==> config.mk <==
export PLATFORM = sky130hd
export DESIGN_NAME = bev_box_engine
export DESIGN_NICKNAME = d
export VERILOG_FILES = /design/src/rtl/bev_box_engine.sv
export SDC_FILE = /design/constraint.sdc
export NUM_CORES = 1
export LEC_CHECK = 0
export BUFFER_PORTS_ARGS = -buffer_cell sky130_fd_sc_hd__buf_4
export CAP_MARGIN = 20
export CORE_UTILIZATION = 51
export DETAILED_ROUTE_END_ITERATION = 7
export GPL_TIMING_DRIVEN = 0
export PLACE_DENSITY = 0.74
export SYNTH_ARGS = -nofsm -noshare
export SYNTH_HDL_FRONTEND = slang
export SYNTH_SLANG_ARGS = --single-unit
==> constraint.sdc <==
create_clock -name clk -period 7.9 [get_ports clk]
set_input_delay 1.58 -clock clk [delete_from_list [all_inputs] [get_ports clk]]
set_output_delay 1.58 -clock clk [all_outputs]
set_load 0.01 [all_outputs]
==> src/rtl/bev_box_engine.sv <==
// ---------------------------------------------------------------------------
// bev_box_engine
//
// Responder end of the beverage-system command channel. One packed command
// arrives per C_in_valid pulse. The engine reads the addressed box record from
// box memory, applies a make-drink, supply or check-date operation, writes the
// record back when the operation changes it, and returns a status word with a
// one-cycle C_out_valid strobe. Commands that arrive while an operation is in
// flight are dropped.
//
// Ports
//   clk          clock
//   rst          synchronous, active-high reset
//   C_in_valid   one-cycle command strobe (honoured only while idle)
//   C_addr       box number, sampled with C_in_valid
//   C_data_w     64-bit command word
//   C_out_valid  one-cycle response strobe
//   C_data_r     response: [1:0] err, [2] busy (live), [63:3] zero
//   mem_req      memory request, held until mem_ack
//   mem_we       1 = write, 0 = read
//   mem_addr     box index for the access
//   mem_wdata    record to write
//   mem_ack      one-cycle completion, any latency >= 1 cycle
//   mem_rdata    record, valid with mem_ack on reads
//
// Command word:  [63:52] black tea  [51:40] green tea  [39:38] action
//                [37:36] size       [35:32] month      [31:20] milk
//                [19:8]  pineapple  [7:5]   type       [4:0]   day
// Record word:   same ingredient and date positions; [39:36] and [7:5] are
//                written as zero. The record date is the expiry date.
//
// The field layout is fixed at 64 bits, so ING_W must stay at 12.
// ---------------------------------------------------------------------------
module bev_box_engine #(
  parameter int          ING_W   = 12,
  parameter int          ADDR_W  = 8,
  parameter int unsigned ING_MAX = 4095
) (
  input  logic              clk,
  input  logic              rst,
  input  logic              C_in_valid,
  input  logic [ADDR_W-1:0] C_addr,
  input  logic [63:0]       C_data_w,
  output logic              C_out_valid,
  output logic [63:0]       C_data_r,
  output logic              mem_req,
  output logic              mem_we,
  output logic [ADDR_W-1:0] mem_addr,
  output logic [63:0]       mem_wdata,
  input  logic              mem_ack,
  input  logic [63:0]       mem_rdata
);

  // -------------------------------------------------------------------------
  // Types
  // -------------------------------------------------------------------------
  typedef enum logic [2:0] {
    IDLE = 3'd0,
    RD   = 3'd1,
    EXEC = 3'd2,
    WR   = 3'd3,
    RESP = 3'd4
  } state_e;

  typedef enum logic [1:0] {
    ACT_MAKE   = 2'd0,
    ACT_SUPPLY = 2'd1,
    ACT_CHECK  = 2'd2,
    ACT_RSVD   = 2'd3
  } action_e;

  typedef enum logic [1:0] {
    ERR_OK       = 2'd0,
    ERR_EXPIRED  = 2'd1,
    ERR_NO_ING   = 2'd2,
    ERR_OVERFLOW = 2'd3
  } err_e;

  typedef struct packed {
    logic [ING_W-1:0] black_tea;
    logic [ING_W-1:0] green_tea;
    action_e          action;
    logic [1:0]       size;
    logic [3:0]       month;
    logic [ING_W-1:0] milk;
    logic [ING_W-1:0] pineapple;
    logic [2:0]       drink_type;
    logic [4:0]       day;
  } cmd_t;

  typedef struct packed {
    logic [ING_W-1:0] black_tea;
    logic [ING_W-1:0] green_tea;
    logic [3:0]       rsv_hi;
    logic [3:0]       month;
    logic [ING_W-1:0] milk;
    logic [ING_W-1:0] pineapple;
    logic [2:0]       rsv_lo;
    logic [4:0]       day;
  } rec_t;

  // Saturation ceiling at the two widths it is compared/assigned at.
  localparam logic [ING_W:0]   ING_MAX_X = ING_MAX[ING_W:0];
  localparam logic [ING_W-1:0] ING_MAX_F = ING_MAX[ING_W-1:0];

  localparam int N_ING = 4;

  // -------------------------------------------------------------------------
  // State and captured operands
  // -------------------------------------------------------------------------
  state_e state;
  cmd_t   cmd_q;      // command latched in IDLE
  rec_t   rec_q;      // record latched on the read acknowledge
  err_e   err_q;      // result code, reported in the response cycle

  // Ingredient vectors, index 3 = black tea ... index 0 = pineapple.
  logic [N_ING-1:0][ING_W-1:0] rec_ing;
  logic [N_ING-1:0][ING_W-1:0] cmd_ing;
  logic [N_ING-1:0][ING_W-1:0] need;
  logic [N_ING-1:0][ING_W:0]   sum;
  logic [N_ING-1:0][ING_W-1:0] new_ing;

  logic       expired;
  logic       short_any;
  logic       ovf_any;
  err_e       exec_err;
  logic       exec_wr;
  logic [3:0] new_month;
  logic [4:0] new_day;
  rec_t       exec_rec;
  logic       busy;
  logic [1:0] err_field;

  assign rec_ing = {rec_q.black_tea, rec_q.green_tea, rec_q.milk, rec_q.pineapple};
  assign cmd_ing = {cmd_q.black_tea, cmd_q.green_tea, cmd_q.milk, cmd_q.pineapple};

  // Lexicographic (month, day) compare; an equal date is still good.
  assign expired = (cmd_q.month > rec_q.month) ||
                   ((cmd_q.month == rec_q.month) && (cmd_q.day > rec_q.day));

  // -------------------------------------------------------------------------
  // Per-ingredient arithmetic shared by make and supply
  // -------------------------------------------------------------------------
  // NOTE: every signal driven from an always_comb gets a default assignment at
  // the top of the block so that no path leaves it unassigned (no latch).
  always_comb begin
    need      = '0;
    sum       = '0;
    short_any = 1'b0;
    ovf_any   = 1'b0;
    for (int i = 0; i < N_ING; i++) begin
      // Make deltas are zero or negative, so the amount needed is the
      // two's-complement negation; 0x800 negates to 2048, which still fits.
      need[i] = -cmd_ing[i];
      // Supply sums carry one extra bit so overflow is visible before clamp.
      sum[i]  = {1'b0, rec_ing[i]} + {1'b0, cmd_ing[i]};
      if (rec_ing[i] < need[i]) begin
        short_any = 1'b1;
      end
      if (sum[i] > ING_MAX_X) begin
        ovf_any = 1'b1;
      end
    end
  end

  // -------------------------------------------------------------------------
  // Operation decode: result code, write-back decision and new record
  // -------------------------------------------------------------------------
  always_comb begin
    exec_err  = ERR_OK;
    exec_wr   = 1'b0;
    new_ing   = rec_ing;
    new_month = rec_q.month;
    new_day   = rec_q.day;
    case (cmd_q.action)
      ACT_MAKE: begin
        // Expiry outranks a shortage; the stock only moves on success.
        if (expired) begin
          exec_err = ERR_EXPIRED;
        end else if (short_any) begin
          exec_err = ERR_NO_ING;
        end else begin
          exec_wr = 1'b1;
          for (int i = 0; i < N_ING; i++) begin
            new_ing[i] = rec_ing[i] - need[i];
          end
        end
      end
      ACT_SUPPLY: begin
        // Supply always lands, clamped, and restamps the expiry date.
        exec_wr   = 1'b1;
        new_month = cmd_q.month;
        new_day   = cmd_q.day;
        if (ovf_any) begin
          exec_err = ERR_OVERFLOW;
        end
        for (int i = 0; i < N_ING; i++) begin
          new_ing[i] = (sum[i] > ING_MAX_X) ? ING_MAX_F : sum[i][ING_W-1:0];
        end
      end
      ACT_CHECK: begin
        if (expired) begin
          exec_err = ERR_EXPIRED;
        end
      end
      default: begin
        // Reserved action: the read still happens, nothing else does.
      end
    endcase
  end

  assign exec_rec = '{
    black_tea: new_ing[3],
    green_tea: new_ing[2],
    rsv_hi:    4'd0,
    month:     new_month,
    milk:      new_ing[1],
    pineapple: new_ing[0],
    rsv_lo:    3'd0,
    day:       new_day
  };

  // -------------------------------------------------------------------------
  // Control FSM with registered outputs
  // -------------------------------------------------------------------------
  // NOTE: sequential state uses non-blocking assignments only, so every
  // register samples the pre-edge value of every other register.
  always_ff @(posedge clk) begin
    if (rst) begin
      // Reset abandons any outstanding access; a late mem_ack lands in IDLE,
      // where it is ignored.
      state       <= IDLE;
      C_out_valid <= 1'b0;
      mem_req     <= 1'b0;
      mem_we      <= 1'b0;
      mem_addr    <= '0;
      mem_wdata   <= '0;
      cmd_q       <= '0;
      rec_q       <= '0;
      err_q       <= ERR_OK;
    end else begin
      C_out_valid <= 1'b0;
      case (state)
        IDLE: begin
          if (C_in_valid) begin
            cmd_q    <= cmd_t'(C_data_w);
            mem_addr <= C_addr;
            mem_req  <= 1'b1;
            mem_we   <= 1'b0;
            state    <= RD;
          end
        end
        RD: begin
          // mem_rdata is only meaningful alongside the read acknowledge.
          if (mem_ack) begin
            rec_q   <= rec_t'(mem_rdata);
            mem_req <= 1'b0;
            state   <= EXEC;
          end
        end
        EXEC: begin
          err_q <= exec_err;
          if (exec_wr) begin
            mem_wdata <= exec_rec;
            mem_req   <= 1'b1;
            mem_we    <= 1'b1;
            state     <= WR;
          end else begin
            C_out_valid <= 1'b1;
            state       <= RESP;
          end
        end
        WR: begin
          if (mem_ack) begin
            mem_req     <= 1'b0;
            mem_we      <= 1'b0;
            C_out_valid <= 1'b1;
            state       <= RESP;
          end
        end
        RESP: begin
          // C_out_valid was raised on entry; it drops on this edge. A command
          // strobe seen here is dropped because the engine is still busy.
          state <= IDLE;
        end
        default: begin
          state <= IDLE;
        end
      endcase
    end
  end

  // -------------------------------------------------------------------------
  // Response word
  // -------------------------------------------------------------------------
  assign busy      = (state != IDLE);
  assign err_field = C_out_valid ? 2'(err_q) : 2'b00;
  assign C_data_r  = {61'd0, busy, err_field};

  // Fields carried by the formats but not used by any operation.
  logic unused_fields;
  assign unused_fields = ^{cmd_q.size, cmd_q.drink_type, rec_q.rsv_hi, rec_q.rsv_lo};

endmodule

==> metrics.txt <==
average size of a mapped cell=~7.6 µm²; asr flop ratio synth=0%; DRC violations left=0; NumNets Final=around 2.3k; combined area of all synthesized cells=0.01325 mm²; Detailed Routing Iterations Pass 1=6; Rel. slew slack=a little over a quarter; setup repair after global routing missed its margin=false; sequential cell area fraction in the yosys report=about 29%; most area-consuming cells after synthesis=sky130_fd_sc_hd__dfxtp_1 29%, sky130_fd_sc_hd__ha_1 10%, sky130_fd_sc_hd__nand2_1 9.5%; Vias=14.02k; data required time at the worst endpoint=8.19 ns; clock slew at reported path FFs=~0.08 ns; buffers inserted by post-CTS timing repair=0; overall power consumption=roughly 2.8 mW; run status=complete, no violations; synthesis warning total=0; worst reg2reg setup slack=3.08 ns; highest ir drop seen on vdd=roughly 0.15 mV; final wirelength=about 45 mm; critical path startpoint=cmd_ing[14]; static leakage power=6.834 nW; area added between synthesis and finish=20.53%; signal arrival time at the worst endpoint=5.12 ns; starting utilization of the core area=between 50% and 60%; Register-to-Register Path Depth=15; Final Max Tran Viols=0; remaining number of nets flagged by the antenna check after routing=0; number of input and output port buffers inserted=a little under 200; maxcap violations=0; pin count of the biggest net entering global routing=20; worst hold path startpoint=mem_addr[1]; clock tree sinks=around 190; Hold Crit Depth=2; endpoint of the lowest-slack register-to-register path=mem_wdata[9]; switching power as a share of total power=between 30% and 40%; # placed instances=around 2.3k; vias in the first global route=12.69k; critical path class=reg2reg; Logic pwr share=between 30% and 40%; initial antenna violation count=2; portion of total power attributed to the clock network=between 30% and 40%; internal power of the cells=approximately 1.8 mW; CORE AREA=about 0.025 mm²; clock root buffer=sky130_fd_sc_hd__clkbuf_16; Final period util=a little over 60%; endpoint with the worst hold slack=mem_addr[1]; nature of the critical path startpoint=register; library cells used by synthesis=just over 70; endpoint type of the worst setup path=register; Power Dens Cells=around 180 mW/mm²; die height=around 160 µm; weighted congestion reported at the end of routability-driven placement=about 0.93; die span in x=between 150 and 200 µm; # H-tree levels=4; clock insertion delay at the later pin of the skew report=~0.46 ns; dpl hpwl=about 34 mm; worst setup slack after layout=3.076 ns; most frequent cells after synthesis=337 x sky130_fd_sc_hd__nand2_1, 221 x sky130_fd_sc_hd__a21oi_1, 189 x sky130_fd_sc_hd__dfxtp_1; wire length of the first global-routing pass=between 60 and 70 mm; synthesized netlist cell count=between 1.5k and 2k; clock tree from TritonCTS=done; maximum operating frequency=a little over 200 MHz; maximum clock skew at final layout=between 0.015 and 0.02 ns; final critical-path required period=between 4 and 5 ns; source of the worst register-to-register timing path=cmd_ing[14]; total of cells resized after clock tree synthesis=0; class of the tightest hold or removal check=reg2reg; Bufs on Longest Clock Path=2; GRT Resource Usage Total=33.64%; total of hold buffers inserted after clock tree synthesis=0; number of flops mapped to enable cells by yosys=0; routed len/inst=about 19 µm; number of standard cells in the final layout excluding fillers=approximately 2.4k; total count of hold-check failures in the final report=0; FF+latch count, synth=roughly 190; cell accounting for the most synthesized area=sky130_fd_sc_hd__dfxtp_1; floorplan die area=roughly 0.027 mm²; number of ports placed on the die boundary=about 280; fraction of post-synthesis cell area in the top cell type by area=about 29%; Overflow after GRT=0; aggregate negative setup slack=0 ns; crit path max fanout=10; post-placement worst setup slack=3.364 ns; number of setup violations in the final report=0; Num CTS Buffers=17; dominant synthesized flop cell=sky130_fd_sc_hd__dfxtp_1; floorplan row count=58; most common cell in the netlist=sky130_fd_sc_hd__nand2_1; vias per cell=between 5 and 6; DRC violation total after the first TritonRoute iteration=1,371; net load switching power=around 1.1 mW; fraction of layout instances using a drive strength above 1=~15%; actual slew at the worst max-slew pin=~1.1 ns; portion of total power attributed to sequential cells=a little under two fifths
-- per-stage QoR --
step           utilization, %  hold slack (ns)  area, µm²
2_1_floorplan               -           0.4496      13500
5_1_grt                 63.04           0.4778      15970
6_report                63.05           0.4655      15970
3_5_place_dp            60.77           0.4511      15390
3_3_place_gp            60.77           0.4428      15390
4_1_cts                 63.03           0.4643      15960
-- how the worst max path moves through the flow --
stage,end,depth (start not counted)
floorplan,mem_wdata[44],13
global placement,mem_wdata[9],14
detailed placement,mem_wdata[48],15
CTS,mem_wdata[48],15
global route,mem_wdata[20],17
finish,mem_wdata[9],15
-- cells by family after synthesis --
logic type | share of synthesized area (%)
mux | 0.1511
simple gates | 20.49
xor+xnor | 5.950
fa+ha+maj | 11.50
flops | 28.56
other cells | 0.02831
compound gates | 25.12
buf+inv | 8.189
-- cells in the final DEF, fill, tap and decap left out, types with 6 or more instances in the layout --
| cell type | instances |
|---|---|
| sky130_fd_sc_hd__nand2_1 | 337 |
| sky130_fd_sc_hd__buf_4 | 266 |
| sky130_fd_sc_hd__a21oi_1 | 221 |
| sky130_fd_sc_hd__dfxtp_1 | 189 |
| sky130_fd_sc_hd__ha_1 | 109 |
| sky130_fd_sc_hd__clkbuf_1 | 92 |
| sky130_fd_sc_hd__o21ai_0 | 78 |
| sky130_fd_sc_hd__nor2_1 | 69 |
| sky130_fd_sc_hd__conb_1 | 68 |
| sky130_fd_sc_hd__inv_1 | 53 |
| sky130_fd_sc_hd__xor2_1 | 50 |
| sky130_fd_sc_hd__nor3_1 | 43 |
| sky130_fd_sc_hd__xnor2_1 | 40 |
| sky130_fd_sc_hd__a311oi_1 | 38 |
| sky130_fd_sc_hd__nand3_1 | 37 |
| sky130_fd_sc_hd__nand2b_1 | 22 |
| sky130_fd_sc_hd__a21o_1 | 22 |
| sky130_fd_sc_hd__a211oi_1 | 22 |
| sky130_fd_sc_hd__o21a_1 | 20 |
| sky130_fd_sc_hd__or3_1 | 19 |
| sky130_fd_sc_hd__nor2b_1 | 19 |
| sky130_fd_sc_hd__a21boi_0 | 18 |
| sky130_fd_sc_hd__clkbuf_16 | 17 |
| sky130_fd_sc_hd__o211ai_1 | 16 |
| sky130_fd_sc_hd__nor4_1 | 15 |
| sky130_fd_sc_hd__a31oi_1 | 12 |
| sky130_fd_sc_hd__nand4_1 | 11 |
| sky130_fd_sc_hd__o22ai_1 | 10 |
| sky130_fd_sc_hd__or4_1 | 8 |
| sky130_fd_sc_hd__o31ai_1 | 8 |
| sky130_fd_sc_hd__fa_1 | 8 |
| sky130_fd_sc_hd__and2_1 | 6 |
-- sequential cells by signal, indices dropped and copies added (netlist names) --
name         count
mem_addr         8
mem_we           1
cmd_ing         48
rec_q            9
cmd_q           11
mem_wdata       57
C_out_valid      1
rec_ing         48
mem_req          1
state            3
err_q            2
-- final cells by class --
cell class                 instances  area, µm²
clock inverter                    14      142.6
sequential                       189       3784
buffer                           165      882.1
fill                            2350       9359
tap                              330      412.9
clock buffer                      18      429.2
antenna                            2      5.005
multi-input combinational       1409       8631
inverter                          54      202.7
timing repair buffer             197       1479
-- worst max-delay path, cell delays in order, from the launching register on --
cell	delay (ns)
sky130_fd_sc_hd__dfxtp_1	0.38
sky130_fd_sc_hd__nor4_1	0.42
sky130_fd_sc_hd__nand2_1	0.16
sky130_fd_sc_hd__nor3_1	0.35
sky130_fd_sc_hd__xor2_1	0.13
sky130_fd_sc_hd__ha_1	0.29
sky130_fd_sc_hd__inv_1	0.11
sky130_fd_sc_hd__nor2_1	0.13
sky130_fd_sc_hd__o22a_1	0.23
sky130_fd_sc_hd__o221ai_2	0.17
sky130_fd_sc_hd__nor4b_1	0.59
sky130_fd_sc_hd__clkbuf_1	0.52
sky130_fd_sc_hd__clkbuf_1	0.74
sky130_fd_sc_hd__nand3_1	0.15
sky130_fd_sc_hd__o211ai_1	0.14
sky130_fd_sc_hd__a311oi_1	0.13
-- metal layers --
metal	vias to the layer above	GRT usage [%]	part of all wire [%]
met3	144	7.491	11
met2	771	52.35	44
met1	6434	43.97	40
met4	0	15.72	4.5
li1	6667	-	-
met5	-	0	0
-- power groups by stage --
| stage | clock (mW) | sequential, mW | combinational (mW) |
|---|---|---|---|
| 2_1_floorplan | 0 | 1.05 | 0.634 |
| 3_3_place_gp | 0 | 1.06 | 0.879 |
| 3_5_place_dp | 0 | 1.07 | 0.892 |
| 4_1_cts | 0.866 | 1.04 | 0.899 |
| 5_1_grt | 0.911 | 1.05 | 1.01 |
| 6_report | 0.868 | 1.05 | 0.925 |
No activity file was read; power rests on OpenSTA's default activity.
